===== src/rtl/rbuf_pkg.sv =====
// Shared definitions for the tap-streaming sample history buffer.
// Holds the default window geometry, the burst state encoding and the
// modulo-M pointer arithmetic used by both the top and the address generator.
package rbuf_pkg;

  localparam int unsigned DefM  = 6;   // window length (taps)
  localparam int unsigned DefW  = 12;  // sample width
  localparam int unsigned DefAW = 3;   // pointer/index width, 2**DefAW >= DefM

  typedef enum logic [0:0] {
    StIdle,
    StRead
  } state_e;

  // (a + b) mod m, valid for a, b < m; avoids a real divider.
  function automatic int unsigned mod_add(int unsigned a, int unsigned b, int unsigned m);
    int unsigned s;
    s = a + b;
    if (s >= m) s = s - m;
    return s;
  endfunction

  // (a - b) mod m, valid for a, b < m.
  function automatic int unsigned mod_sub(int unsigned a, int unsigned b, int unsigned m);
    int unsigned s;
    s = a + m - b;
    if (s >= m) s = s - m;
    return s;
  endfunction

endpackage


===== src/rtl/rbuf_tap_reader_if.sv =====
// Tap stream between the history buffer and the time-shared FIR MAC.
// Ports (master = buffer side):
//   tap_valid  tap_data/tap_idx/tap_last are valid
//   tap_ready  sink accepts the tap this cycle
//   tap_data   sample value for tap tap_idx
//   tap_idx    tap index (0 = newest sample)
//   tap_last   final tap of the burst
interface rbuf_tap_reader_if #(
  parameter int unsigned W  = 12,
  parameter int unsigned AW = 3
) ();

  logic          tap_valid;
  logic          tap_ready;
  logic [W-1:0]  tap_data;
  logic [AW-1:0] tap_idx;
  logic          tap_last;

  modport master (
    output tap_valid,
    output tap_data,
    output tap_idx,
    output tap_last,
    input  tap_ready
  );

  modport slave (
    input  tap_valid,
    input  tap_data,
    input  tap_idx,
    input  tap_last,
    output tap_ready
  );

endinterface


===== src/rtl/rbuf_tap_addr.sv =====
// Tap index counter and modulo-M buffer address generator.
// Ports:
//   clk, rst   clock, synchronous active-low reset
//   head       buffer slot of the newest sample of the window being read
//   start      begin a new burst (load the first tap index)
//   advance    current tap accepted, step to the next index
//   addr       buffer slot of the tap presented next cycle (from the next index)
//   tap_idx    index of the tap currently presented
//   last       current index is the final one of the burst
// Macro TAP_REVERSE_ORDER_EN: count M-1 down to 0 (oldest first) instead of up.
module rbuf_tap_addr
  import rbuf_pkg::*;
#(
  parameter int unsigned M  = DefM,
  parameter int unsigned AW = DefAW
) (
  input  logic          clk,
  input  logic          rst,
  input  logic [AW-1:0] head,
  input  logic          start,
  input  logic          advance,
  output logic [AW-1:0] addr,
  output logic [AW-1:0] tap_idx,
  output logic          last
);

`ifdef TAP_REVERSE_ORDER_EN
  localparam logic [AW-1:0] IdxFirst = AW'(M - 1);
  localparam logic [AW-1:0] IdxLast  = '0;
`else
  localparam logic [AW-1:0] IdxFirst = '0;
  localparam logic [AW-1:0] IdxLast  = AW'(M - 1);
`endif

  logic [AW-1:0] k_q, k_d;

  always_comb begin
    k_d = k_q;
    if (start) begin
      k_d = IdxFirst;
    end else if (advance) begin
`ifdef TAP_REVERSE_ORDER_EN
      k_d = k_q - 1'b1;
`else
      k_d = k_q + 1'b1;
`endif
    end
  end

  // Address is looked up from the next index so the data register can load it.
  assign addr    = AW'(mod_sub(32'(head), 32'(k_d), M));
  assign tap_idx = k_q;
  assign last    = (k_q == IdxLast);

  always_ff @(posedge clk) begin
    if (!rst) k_q <= '0;
    else      k_q <= k_d;
  end

endmodule


===== src/rtl/rbuf_tap_reader.sv =====
// Sample history buffer, read side. Keeps the last M samples in a modulo-M
// circular buffer and, on each sample strobe, streams the whole window out one
// tap per valid/ready handshake to a time-shared FIR MAC.
// Ports:
//   clk, rst  clock, synchronous active-low reset
//   en, x     sample strobe and sample
//   busy      burst in progress
//   ovf       sticky: a pending sample was overwritten during a burst
//   tap       tap stream (master side)
// Macro TAP_REVERSE_ORDER_EN: stream oldest tap first (handled in rbuf_tap_addr).
module rbuf_tap_reader
  import rbuf_pkg::*;
#(
  parameter int unsigned M  = DefM,
  parameter int unsigned W  = DefW,
  parameter int unsigned AW = DefAW
) (
  input  logic                  clk,
  input  logic                  rst,
  input  logic                  en,
  input  logic [W-1:0]          x,
  output logic                  busy,
  output logic                  ovf,
  rbuf_tap_reader_if.master     tap
);

  state_e        state_q, state_d;
  logic [W-1:0]  mem_q [M];
  logic [AW-1:0] wr_ptr_q, head_q;
  logic          pend_valid_q, pend_valid_d;
  logic [W-1:0]  pend_data_q, pend_data_d;
  logic          ovf_q, ovf_d;
  logic          tap_valid_q;
  logic [W-1:0]  tap_data_q;

  logic          start, advance, xfer, last;
  logic [W-1:0]  commit_data;
  logic [AW-1:0] head_sel, addr, k;

  assign xfer     = tap_valid_q && tap.tap_ready;
  // A starting burst reads around the slot being written this cycle.
  assign head_sel = start ? wr_ptr_q : head_q;

  rbuf_tap_addr #(
    .M  (M),
    .AW (AW)
  ) u_tap_addr (
    .clk     (clk),
    .rst     (rst),
    .head    (head_sel),
    .start   (start),
    .advance (advance),
    .addr    (addr),
    .tap_idx (k),
    .last    (last)
  );

  // State register
  always_ff @(posedge clk) begin
    if (!rst) state_q <= StIdle;
    else      state_q <= state_d;
  end

  // Next state
  always_comb begin
    state_d = state_q;
    unique case (state_q)
      StIdle:  if (en) state_d = StRead;
      StRead:  if (xfer && last && !start) state_d = StIdle;
      default: state_d = StIdle;
    endcase
  end

  // FSM outputs: burst start/advance and the sample to commit
  always_comb begin
    start       = 1'b0;
    advance     = 1'b0;
    commit_data = x;
    unique case (state_q)
      StIdle: start = en;
      StRead: begin
        advance = xfer && !last;
        // A strobe coinciding with the last transfer passes through pending
        // and is committed at once, so it wins over the held sample.
        start       = xfer && last && (pend_valid_q || en);
        commit_data = en ? x : pend_data_q;
      end
      default: ;
    endcase
  end

  // Pending sample and overflow flag
  always_comb begin
    pend_valid_d = pend_valid_q;
    pend_data_d  = pend_data_q;
    ovf_d        = ovf_q;
    if (state_q == StRead) begin
      if (start) begin
        pend_valid_d = 1'b0;
      end else if (en) begin
        pend_valid_d = 1'b1;
        pend_data_d  = x;
      end
      if (en && pend_valid_q) ovf_d = 1'b1;
    end
  end

  always_ff @(posedge clk) begin
    if (!rst) begin
      for (int i = 0; i < int'(M); i++) mem_q[i] <= '0;
      wr_ptr_q     <= '0;
      head_q       <= '0;
      pend_valid_q <= 1'b0;
      pend_data_q  <= '0;
      ovf_q        <= 1'b0;
      tap_valid_q  <= 1'b0;
      tap_data_q   <= '0;
    end else begin
      pend_valid_q <= pend_valid_d;
      pend_data_q  <= pend_data_d;
      ovf_q        <= ovf_d;
      tap_valid_q  <= (state_d == StRead);
      if (start) begin
        mem_q[wr_ptr_q] <= commit_data;
        wr_ptr_q        <= AW'(mod_add(32'(wr_ptr_q), 32'd1, M));
        head_q          <= wr_ptr_q;
      end
      if (start || advance) begin
        // Bypass the slot written in the same cycle.
        tap_data_q <= (start && (addr == wr_ptr_q)) ? commit_data : mem_q[addr];
      end
    end
  end

  assign busy          = (state_q == StRead);
  assign ovf           = ovf_q;
  assign tap.tap_valid = tap_valid_q;
  assign tap.tap_data  = tap_data_q;
  assign tap.tap_idx   = k;
  assign tap.tap_last  = last && tap_valid_q;

endmodule


===== src/flat_wrapper.sv =====
// flat-port wrapper written by rule: the top's interface ports become plain ports
module rbuf_tap_reader_flat import rbuf_pkg::*;
#(
  parameter int unsigned M  = DefM,
  parameter int unsigned W  = DefW,
  parameter int unsigned AW = DefAW
)
  (clk, rst, en, x, busy, ovf, tap_tap_valid, tap_tap_data, tap_tap_idx, tap_tap_last, tap_tap_ready);
  rbuf_tap_reader_if #(.W(W), .AW(AW)) tap_i ();
  input  logic clk;
  input  logic rst;
  input  logic en;
  input  logic [W-1:0] x;
  output logic busy;
  output logic ovf;
  output wire logic [$bits(tap_i.tap_valid)-1:0] tap_tap_valid;
  output wire logic [$bits(tap_i.tap_data)-1:0] tap_tap_data;
  output wire logic [$bits(tap_i.tap_idx)-1:0] tap_tap_idx;
  output wire logic [$bits(tap_i.tap_last)-1:0] tap_tap_last;
  input wire logic [$bits(tap_i.tap_ready)-1:0] tap_tap_ready;
  assign tap_tap_valid = tap_i.tap_valid;
  assign tap_tap_data = tap_i.tap_data;
  assign tap_tap_idx = tap_i.tap_idx;
  assign tap_tap_last = tap_i.tap_last;
  assign tap_i.tap_ready = tap_tap_ready;
  rbuf_tap_reader #(.M(M), .W(W), .AW(AW)) u_core (.clk(clk), .rst(rst), .en(en), .x(x), .busy(busy), .ovf(ovf), .tap(tap_i));
endmodule

===== config.mk =====
export PLATFORM = sky130hd
export DESIGN_NAME = rbuf_tap_reader_flat
export DESIGN_NICKNAME = d
export VERILOG_FILES = /design/src/rtl/rbuf_pkg.sv /design/src/rtl/rbuf_tap_reader_if.sv /design/src/rtl/rbuf_tap_addr.sv /design/src/rtl/rbuf_tap_reader.sv /design/src/flat_wrapper.sv
export SDC_FILE = /design/constraint.sdc
export NUM_CORES = 1
export LEC_CHECK = 0
export ABC_CLOCK_PERIOD_IN_PS = 5380
export BUFFER_PORTS_ARGS = -buffer_cell sky130_fd_sc_hd__buf_4
export CELL_PAD_IN_SITES_DETAIL_PLACEMENT = 0
export CELL_PAD_IN_SITES_GLOBAL_PLACEMENT = 1
export CORE_MARGIN = 2
export CORE_UTILIZATION = 49
export CTS_CLUSTER_SIZE = 28
export DETAILED_ROUTE_END_ITERATION = 6
export PLACE_DENSITY_LB_ADDON = 0.1
export SKIP_CTS_REPAIR_TIMING = 1
export SLEW_MARGIN = 0
export SYNTH_ARGS = -nofsm -noshare
export SYNTH_HDL_FRONTEND = slang
export SYNTH_SLANG_ARGS = --single-unit

===== constraint.sdc =====
create_clock -name clk -period 5.38 [get_ports clk]
set_input_delay 0.269 -clock clk [delete_from_list [all_inputs] [get_ports clk]]
set_output_delay 0.269 -clock clk [all_outputs]
set_load 0.05 [all_outputs]

==> impl_results.md <==
- Worst Max-Slew Pin Slew: 963 ps
- Vias per cell: 5.95
- Yosys top cell by area: edfxtp_1
- CTS Buf Count: 17
- Routed wl met2: 8220 um
- Synthesized area per cell: 10.6 um2
- Fraction of layout instances using a drive strength above 1: 0.215
- Post-synthesis register bit count: 132
- Critical path type: reg -> reg
- CP arrival: 5080 ps
- Ant diodes: 0
- Final TNS setup: 0 ps
- Headroom to the max-slew limit: 0.358
- DR iter-0 viols: 470
- Critical Path Fanout Max: 22
- Total grt overflow: 0
- R2R setup slack: 610 ps
- Final HPWL DP: 11500 um
- Worst-skew pair later-pin latency: 420 ps
- Unrepaired setup endpoints after global routing: no
- Pin count of the biggest net entering global routing: 43
- Worst VDD drop: 0.000195 V
- Max H-tree Level: 4
- DRC violations left: 0
- Area Overhead vs Synth: 14.4%
- Wire length on met3: 1170 um
- Vias in the first global route: 4804
- # rows: 43
- Num Clock Sinks: 132
- Reg clk slew, reported paths: 60 ps
- Area of the die: 0.0149 mm2
- DR top layer: met4
- Async set-reset flop share out of synthesis: 0
- Pre-Repair DR Iteration Count: 5
- Initial core utilization: 0.497
- P_leak: 0.00291 uW
- Yosys warning count: 0
- Core footprint: 0.0138 mm2
- Root Buffer: clkbuf_16
- Final Hold Vio Count: 0
- Worst min path class: in -> reg
- Number of enable-type register cells in the synthesized netlist: 96
- Total GRT Usage: 0.251
- Routed WL: 17800 um
- Final Cycle Share: 0.887
- P per Cell Area: 369 mW/mm2
- Netlist Area Pre-Place: 0.00684 mm2
- Max cap viols: 0
- DIE WIDTH: 122 um
- Io pins: 35
- Routed metal-1 wire length: 8150 um
- Synth cell types: 61
- GP Congestion: 0.830
- Final Critical Period: 4770 ps
- Post-synth top flop: edfxtp_1
- Fmax: 210 MHz
- Final Skew: 7.49 ps
- First-pass GRT wire length: 27500 um
- Net count reported at finish: 682
- Routed Antenna Nets: 0
- Net Count, Synth: 673
- Status: complete, no violations
- Initial antenna violation count: 0
- Syn Inst Count: 647
- Port bufs: 34
- Sequential-to-total area share from yosys stat: 0.527
- CTS tree: yes
- Critical Path RT: 5690 ps
- Worst-case clock buffer depth: 2
- Chip height: 122 um
- CP startpoint kind: register
- Total number of vias: 5053
- Synth top area cells: edfxtp_1 (42%), dfxtp_1 (11%), mux2_2 (5.3%)
- Fin. max-slew vios: 0
- Crit end category: register
- Finish-stage setup viols: 0
- Overall power: 2890 uW
- Routed len/inst: 21.0 um
- Share of the synthesized area in the top cell type: 0.421
final cells by class:
class | instances | area (um2)
clock buffers | 20 | 457
flip-flops and latches | 132 | 3600
repair buffers | 46 | 345
inverters | 26 | 97.6
clock inverters | 12 | 175
multi-input cells | 433 | 2920
fillers | 1196 | 5950
well taps | 180 | 225
routing by layer:
layer,vias up,global-route usage
met2,197,0.388
met3,27,0.0473
li1,2370,-
met1,2459,0.360
met5,-,0
met4,0,0.0797
power by group:
group	total, uW	internal, uW	switching (uW)
clock	1240	801	436
sequential	1170	1130	31.4
combinational	483	181	302
total	2890	2120	769
worst max-delay path, cell delays in order (launching register included):
cell      delay [ps]
dfxtp_1          390
ha_1             220
nand3_2          130
a21oi_2          390
buf_4            280
mux2i_1          120
ha_1             210
inv_1             50
ha_1             190
inv_1             70
fa_1             590
nand2_1          220
a211oi_2         250
a21oi_1           60
o311ai_0         410
nand3_2          490
nor3b_1          320
a31o_2           250
through the flow:
stage	cell area, um2	instances	setup slack (ps)	hold slack, ps	utilization
floorplan	6840	647	661	405	-
CTS	7820	849	358	90.7	0.568
global placement	7190	817	573	439	0.522
finish	7830	849	610	104	0.568
detailed placement	7190	817	376	446	0.522
global route	7830	849	175	97.7	0.568
cells in the mapped netlist (3+ instances only):
cell type and number:
clkbuf_1 37, inv_1 24, a22oi_1 12, nand4_1 3
o22ai_1 8, mux2_2 32, a21oi_2 3, mux2i_1 30
a21oi_1 47, nand3_1 20, o221ai_1 3, nor3_1 14
buf_4 3, nand2_1 57, edfxtp_1 96, o21ai_0 17
nand2b_1 5, buf_2 13, ha_1 9, o22a_1 3
nor2b_1 5, o21a_1 3, xnor2_1 4, nor2_1 83
or3_1 3, or2_2 12, o211ai_1 4, a211oi_1 4
dfxtp_1 36, mux4_2 10, a2bb2oi_1 7
cells by family (layout without fill, tap and decap cells):
| family | count (synthesis) | after routing | synth area share |
|---|---|---|---|
| compound gates | 131 | 131 | 0.126 |
| xor+xnor | 6 | 6 | 0.00768 |
| fa+ha+maj | 10 | 10 | 0.0194 |
| buf+inv | 82 | 104 | 0.0501 |
| flops | 132 | 132 | 0.527 |
| mux | 72 | 72 | 0.129 |
| simple gates | 214 | 214 | 0.140 |
path summary, 6_finish.rpt:
check                          startpoint  depth (start not counted)                endpoint
max          u_core.u_tap_addr.tap_idx[0]                         17  u_core.tap.tap_data[3]
min                                  x[1]                          3   u_core.pend_data_q[1]
max reg2reg  u_core.u_tap_addr.tap_idx[0]                         17  u_core.tap.tap_data[3]
min reg2reg        u_core.pend_data_q[11]                          2  u_core.pend_data_q[11]
cells in the final DEF, fill, tap and decap left out, types with 4 or more instances in the layout:
cell,Yosys,final
or2_2,12,12
ha_1,9,9
a22oi_1,12,12
dfxtp_1,36,36
mux2_2,32,32
o211ai_1,4,4
mux4_2,10,10
a21oi_1,47,46
mux2i_1,30,30
o21ai_0,17,17
nor2_1,83,82
a2bb2oi_1,7,7
edfxtp_1,96,96
nor2b_1,5,5
buf_4,3,46
nor3_1,14,13
xnor2_1,4,4
inv_1,24,24
nand3_1,20,19
nand2_1,57,57
clkbuf_16,0,17
bufinv_16,0,4
a21oi_2,3,4
nand2b_1,5,5
a211oi_1,4,4
o22ai_1,8,8
state kept, by name, indices dropped and copies added, names as in the netlist:
name,flops
u_core.mem_q,96
u_core.tap.tap_data,12
u_core.pend_data_q,12
u_core.wr_ptr_q,3
u_core.pend_valid_q,1
u_core.u_tap_addr.tap_idx,3
u_core.ovf,1
u_core.tap.tap_valid,1
u_core.head_q,3
Note: power is estimated with default switching activity, not from simulation.
